**config.mk**
```make
export PLATFORM = sky130hd
export DESIGN_NAME = timer_digit_display
export DESIGN_NICKNAME = d
export VERILOG_FILES = /design/src/rtl/timer_digit_display.sv
export SDC_FILE = /design/constraint.sdc
export NUM_CORES = 1
export LEC_CHECK = 0
export ABC_AREA = 1
export CORE_UTILIZATION = 35
export CTS_CLUSTER_DIAMETER = 60
export DETAILED_ROUTE_END_ITERATION = 10
export PLACE_DENSITY = 0.5
export REMOVE_ABC_BUFFERS = 1
export SLEW_MARGIN = 25
export SYNTH_ARGS = -nofsm -noshare
export SYNTH_HDL_FRONTEND = slang
export SYNTH_SLANG_ARGS = --single-unit
export TNS_END_PERCENT = 50
```
**constraint.sdc**
```tcl
create_clock -name clk -period 2.6 [get_ports clk]
set_input_delay 0.52 -clock clk [delete_from_list [all_inputs] [get_ports clk]]
set_output_delay 0.52 -clock clk [all_outputs]
set_load 0.02 [all_outputs]
```
**src/rtl/timer_digit_display.sv**
```systemverilog
// Two-digit multiplexed common-anode seven-segment driver for the BCD countdown timer.
// Alternates ones/tens slots with a blanking guard at each switch, snapshots the inputs once per
// frame so a frame never tears, blanks a leading tens zero and blinks the display after time-out.
// All outputs are registered.
module timer_digit_display #(
  parameter int unsigned SCAN_DIV    = 50000,
  parameter int unsigned GUARD       = 4,
  parameter int unsigned BLINK_SLOTS = 250,
  parameter bit          LZ_BLANK    = 1'b1
) (
  input  logic       clk,
  input  logic       rst,
  input  logic       enable,
  input  logic       DigitTime_out,
  input  logic [3:0] DigitCount1,
  input  logic [3:0] DigitCount2,
  output logic [6:0] seg,
  output logic [1:0] an,
  output logic       frame_start
);

  localparam int unsigned CntW   = (SCAN_DIV > 1) ? $clog2(SCAN_DIV) : 1;
  localparam int unsigned BlinkW = (BLINK_SLOTS > 1) ? $clog2(BLINK_SLOTS) : 1;

  localparam logic [CntW-1:0]   SlotLast  = CntW'(SCAN_DIV - 1);
  localparam logic [CntW-1:0]   GuardEnd  = CntW'(GUARD);
  localparam logic [BlinkW-1:0] BlinkLast = BlinkW'(BLINK_SLOTS - 1);

  localparam logic [6:0] SegDark = 7'h7F;
  localparam logic [1:0] AnOff   = 2'b11;
  localparam logic [1:0] AnOnes  = 2'b10;
  localparam logic [1:0] AnTens  = 2'b01;

  typedef enum logic [1:0] {StIdle, StOnes, StTens} state_e;

  state_e            state_q;
  logic [CntW-1:0]   slot_cnt_q;
  logic [BlinkW-1:0] blink_cnt_q;
  logic              blink_on_q;
  logic [3:0]        ones_q;
  logic [3:0]        tens_q;
  logic              timeout_q;

  logic       slot_end;
  logic       enter_ones;
  logic       tens_lz;
  logic [6:0] seg_d;
  logic [1:0] an_d;

  // Active-low gfedcba pattern; invalid BCD shows a lone middle bar.
  function automatic logic [6:0] bcd_to_seg(input logic [3:0] d);
    logic [6:0] s;
    case (d)
      4'd0:    s = 7'h40;
      4'd1:    s = 7'h79;
      4'd2:    s = 7'h24;
      4'd3:    s = 7'h30;
      4'd4:    s = 7'h19;
      4'd5:    s = 7'h12;
      4'd6:    s = 7'h02;
      4'd7:    s = 7'h78;
      4'd8:    s = 7'h00;
      4'd9:    s = 7'h10;
      default: s = 7'h3F;
    endcase
    return s;
  endfunction

  assign slot_end   = (state_q != StIdle) && (slot_cnt_q == SlotLast);
  // A new frame begins leaving IDLE or at the end of the tens slot; this is the snapshot point.
  assign enter_ones = enable && ((state_q == StIdle) || ((state_q == StTens) && slot_end));
  assign tens_lz    = LZ_BLANK && (tens_q == 4'd0) && !timeout_q;

  // Next display value from the current slot position; registered below (one-cycle latency).
  always_comb begin
    seg_d = SegDark;
    an_d  = AnOff;
    if (blink_on_q && (slot_cnt_q >= GuardEnd)) begin
      case (state_q)
        StOnes: begin
          seg_d = bcd_to_seg(ones_q);
          an_d  = AnOnes;
        end
        StTens: begin
          if (!tens_lz) begin
            seg_d = bcd_to_seg(tens_q);
            an_d  = AnTens;
          end
        end
        default: ;
      endcase
    end
  end

  // Scan FSM, slot/blink counters, frame snapshots and registered outputs.
  always_ff @(posedge clk) begin
    if (rst) begin
      state_q     <= StIdle;
      slot_cnt_q  <= '0;
      blink_cnt_q <= '0;
      blink_on_q  <= 1'b1;
      ones_q      <= 4'd0;
      tens_q      <= 4'd0;
      timeout_q   <= 1'b0;
      seg         <= SegDark;
      an          <= AnOff;
      frame_start <= 1'b0;
    end else if (!enable) begin
      state_q     <= StIdle;
      slot_cnt_q  <= '0;
      seg         <= SegDark;
      an          <= AnOff;
      frame_start <= 1'b0;
    end else begin
      seg         <= seg_d;
      an          <= an_d;
      frame_start <= enter_ones;

      case (state_q)
        StIdle: begin
          state_q    <= StOnes;
          slot_cnt_q <= '0;
        end
        StOnes: begin
          if (slot_end) begin
            state_q    <= StTens;
            slot_cnt_q <= '0;
          end else begin
            slot_cnt_q <= slot_cnt_q + 1'b1;
          end
        end
        StTens: begin
          if (slot_end) begin
            state_q    <= StOnes;
            slot_cnt_q <= '0;
          end else begin
            slot_cnt_q <= slot_cnt_q + 1'b1;
          end
        end
        default: begin
          state_q    <= StIdle;
          slot_cnt_q <= '0;
        end
      endcase

      if (enter_ones) begin
        ones_q    <= DigitCount1;
        tens_q    <= DigitCount2;
        timeout_q <= DigitTime_out;
      end

      // A falling time-out clears blink at the snapshot; a rising one starts from the lit phase.
      if ((enter_ones && !DigitTime_out) || !timeout_q) begin
        blink_cnt_q <= '0;
        blink_on_q  <= 1'b1;
      end else if (slot_end) begin
        if (blink_cnt_q == BlinkLast) begin
          blink_cnt_q <= '0;
          blink_on_q  <= !blink_on_q;
        end else begin
          blink_cnt_q <= blink_cnt_q + 1'b1;
        end
      end
    end
  end

endmodule

```
# Word-level counts from Yosys, hierarchy flattened
# Memories as Yosys holds them, arrays and structs flattened. A register that Yosys moved wholly into a read port is not among the register bits.
# Cells that the tools add are included.
# word_totals
regBits,46
mem_bits_ro,224
in_bits,12
mem_count,2
# mem_list
name,depth,word_bits,read_ports,rd_clocked_by_memory_dff,wr,line,text
(name not given),16,7,1,1,0,53,case (d)
(name not given),16,7,1,1,0,53,
# op_classes
n_addsub,2
order_cmp,1
n_eq_ne,6
n_mux,17
bitwise_logic,3
reduce_logical,24
# op_table
op,count
8-bit two-way mux,3
16-bit by 1-bit adder with 16-bit output (second input constant),1
16-bit equality test (second input constant),1
16-bit by 3-bit greater-or-equal comparator with 1-bit output (second input constant),1
4-bit two-way mux,4
7-bit one-hot mux with 2 select lines,1
8-bit by 1-bit adder with 8-bit output (second input constant),1
8-bit equality test (second input constant),1
7-bit two-way mux,1
1-bit logical AND,6
2-bit two-way mux,3
2-bit one-hot mux with 3 select lines,1
2-bit AND reduction,3
2-bit nonzero test,3
4-bit zero test,1
2-bit inequality test (second input constant),2
2-bit one-hot mux with 2 select lines,1
2-bit OR reduction,2
4-bit OR reduction,1
1-bit zero test,3
1-bit two-way mux,3
1-bit inverter,3
3-bit AND reduction,1
3-bit OR reduction,1
other kinds (4),5

# Logic depth before layout (Yosys ltp)
# depth
depth_word,9
ltp_mapped,19

# Worst setup path before layout
# Ideal clock, no wire load.
# synth_path
kind,reg2reg
from,register state_q[0]
to,register (tool-made name)
setup_time_ns,0.120
arrival_ns,2.221
required_ns,2.480
slack_ns,0.259
stages_incl_launch_ff,19
n_path_buf,1
cell_sequence,dfxtp_1 -> inv_1 -> ha_1 -> inv_2 -> nand2_1 -> nor2_1 -> nand3_4 -> nand2_4 -> nand2_4 -> buf_6 -> nand2_1 -> nand2_2 -> nand2_2 -> inv_2 -> ha_1 -> inv_1 -> nand4_1 -> nand3_1 -> nand2_1
# synth_rtl
element,line,text
from (decl),36,state_e state_q;
from (signal assigned),98,state_q <= StIdle;
from (signal assigned),109,state_q <= StIdle;
from (signal assigned),121,state_q <= StOnes;

==> results.toml <==
[route]
drt-pass1-iter-count = 4
dr.first_iter.drc_count = 68
num_vias = 2538
drt-total-wl_um = 6250
detail_routed_net_length_per_standard_cell_um = 11.3
antenna_left = 0
post-route-drc-count = 0
post_drt_via_cell_ratio = 4.59

[cts]
cts_setup_buffers = 0
worstSkewPairLatency_ns = 0.34
clock_tree.buffer_depth = 2
htreeDepth = 3
cts.clk_slew.worst_paths_ns = 0.07
numClockSinks = 60
cts_tree = "built"
numCtsBuffers = 9
cts_root_buffer = "clkbuf_8"

[grt]
grt_remaining_overflow = 0
grt_pass1_wl_um = 10800
grt.total_usage = 0.157
first_global_vias = 2405
grt_max_degree = 16
antenna_violations_before_repair = 0

[yosys]
most_used_dff_post_synth = "dfxtp_1"
yosysUniqueCellTypes = 38
number_of_flops_mapped_to_enable_cells_by_yosys = 0
yosys.area.top_type_share = 0.396
synth_cells = 397
synth.avg_cell_area_um2 = 7.63
ys_ff_latch = 60
synth.yosys.seq_area_share = 0.396
warnings_synthesis = 0
asyncSetResetFlopFracSynth = 0
synth_top_area_cell = "dfxtp_1"
most_numerous_cell_in_the_yosys_netlist = "nand2_1"
top_cells_by_area_in_the_synthesized_netlist = "dfxtp_1 40%, nand2_1 9.5%, ha_1 7.8%, inv_1 6.8%, nand3_1 5.9%"
synth.cell_area_mm2 = 0.00303
yosys-top-cells-count = "77 x nand2_1, 60 x dfxtp_1, 55 x inv_1, 38 x nor2_1, 36 x nand3_1"

[setup_path]
path_delay_family = "simple AND/OR/NAND/NOR gates"
max_stage_delay_ns = 0.37
timing.critical_path.cells = "inv_1, ha_1, inv_2, nand2_1, nor2_2, nand3_4, nand2_4, nand2_4, nand2_1, nand2_2, nand2_2, inv_2, ha_1, inv_1, nand4_1, nand3_1, nand2_1"
cpMostUsedCell = "nand2_1"
critical_path_required_ns = 2.83
worstPathBufferInverterCount = 4
crit_path_top_delay_cell = "dfxtp_1"
path_max_fanout = 7
end_kind = "register"
setup.worst_path.start_class = "register"
timing_worst_setup_path_type = "reg2reg"
worstPathArrival_ns = 2.60

[timing]
final.hold.worst_slack_ns = 0.450
headroom_to_the_max_slew_limit = 0.597
hold_viol = 0
fmax_mhz = 422
max_slew.worst_pin.slew_ns = 0.598
setup_repair_after_global_routing_missed_its_margin = "yes"
final-setup-viol-count = 0
drv_slew = 0
period_needed_ns = 2.37
final.setup.tns_ns = 0
skew_ns = 0.00840
setup_slack_ns = 0.230
final_min_period_over_clock_period = 0.912

[floorplanning]
die_w_um = 95.1
die_height_um = 95.1
die-area_mm2 = 0.00903
row_count = 33
pin_count = 22
placeableCoreArea_mm2 = 0.00830
start_util = 0.365

[place]
place_congestion = 0.791
dp_worst_setup_slack_ns = 0.126
numPortBuffers = 21
dpl.hpwl_um = 4730
place_area_mm2 = 0.00350

[job]
maxCapViolCount = 0

[layout]
nets = 474
final_area_mm2 = 0.00368
antenna-diode-count = 0
layout-drive-gt1-share = 0.158
area_added_between_synthesis_and_finish_pct = 21.3

[status]
result_of_the_run = "finished clean"

[pwr]
power_leakage_nw = 1.68
worst_ir_drop_vdd_mv = 0.255
final_total_pwr_mw = 2.09
power.density_mw_per_mm2 = 568

[min_path]
hp-class = "reg2reg"
-- per-layer routing --
metal	track usage	share of wire	up-vias	wire length, um
li1	-	-	1371	-
met1	0.207	0.53	1121	3310
met2	0.236	0.42	38	2630
met3	0.0478	0.034	8	212
met4	0.0657	0.016	0	99
met5	0	0	-	0
-- stage by stage --
stage                util  instances
floorplan               -        388
global placement    0.422        537
detailed placement  0.422        537
CTS                 0.443        553
global route        0.443        553
finish              0.443        553
-- cell usage in the layout (no fill, tap or decap), types with 4 or more instances in the layout --
cell	Yosys	layout
nand4_1	20	20
buf_4	1	23
clkdlybuf4s50_1	0	21
clkbuf_8	0	9
dfxtp_1	60	60
xnor2_1	4	4
nand2_2	7	7
xor2_1	5	5
inv_1	55	55
nand2_1	77	77
nand3_1	36	36
clkinv_4	1	4
a21oi_1	18	18
nand2_4	5	5
ha_1	19	19
inv_2	5	5
nor4_1	5	5
o21ai_0	6	5
nor2_1	38	37
-- logic make-up after synthesis --
kind of cell	after synthesis	share of synthesized area
AND/OR/NAND/NOR	203	0.334
adder cells (fa/ha/maj)	19	0.0784
flip-flops	60	0.396
AO/OA/AOI/OAI	35	0.0702
XOR/XNOR	9	0.0260
buffers and inverters	71	0.0946
-- area by class of cell --
type / count / area (um^2)
multi-input cells: 266 / 1550
clock buffers: 9 / 124
well taps: 105 / 131
clock inverters: 7 / 52.6
flip-flops and latches: 60 / 1200
repair buffers: 44 / 383
fillers: 848 / 4620
inverters: 62 / 240
-- final timing paths --
kind	startpoint	end	slack, ns	cells after the start
max	state_q[1]$_SDFFE_PP0P_	register	0.23	17
min	slot_cnt_q[0]$_SDFF_PP0_	slot_cnt_q[0]$_SDFF_PP0_	0.45	1
max reg2reg	state_q[1]$_SDFFE_PP0P_	register	0.23	17
min reg2reg	slot_cnt_q[0]$_SDFF_PP0_	slot_cnt_q[0]$_SDFF_PP0_	0.45	1
-- timing repair --
action | 4_1_cts | 5_1_grt
endpoints found under the setup margin | 0 | 3
hold buffers | 0 | 0
resized for setup | 0 | 2
-- power by group --
group	switching (mW)	internal (mW)	total, mW
sequential	0.0270	0.981	1.01
clock	0.399	0.350	0.749
combinational	0.198	0.132	0.330
total	0.624	1.46	2.09
No activity file was read; power rests on OpenSTA's default activity.
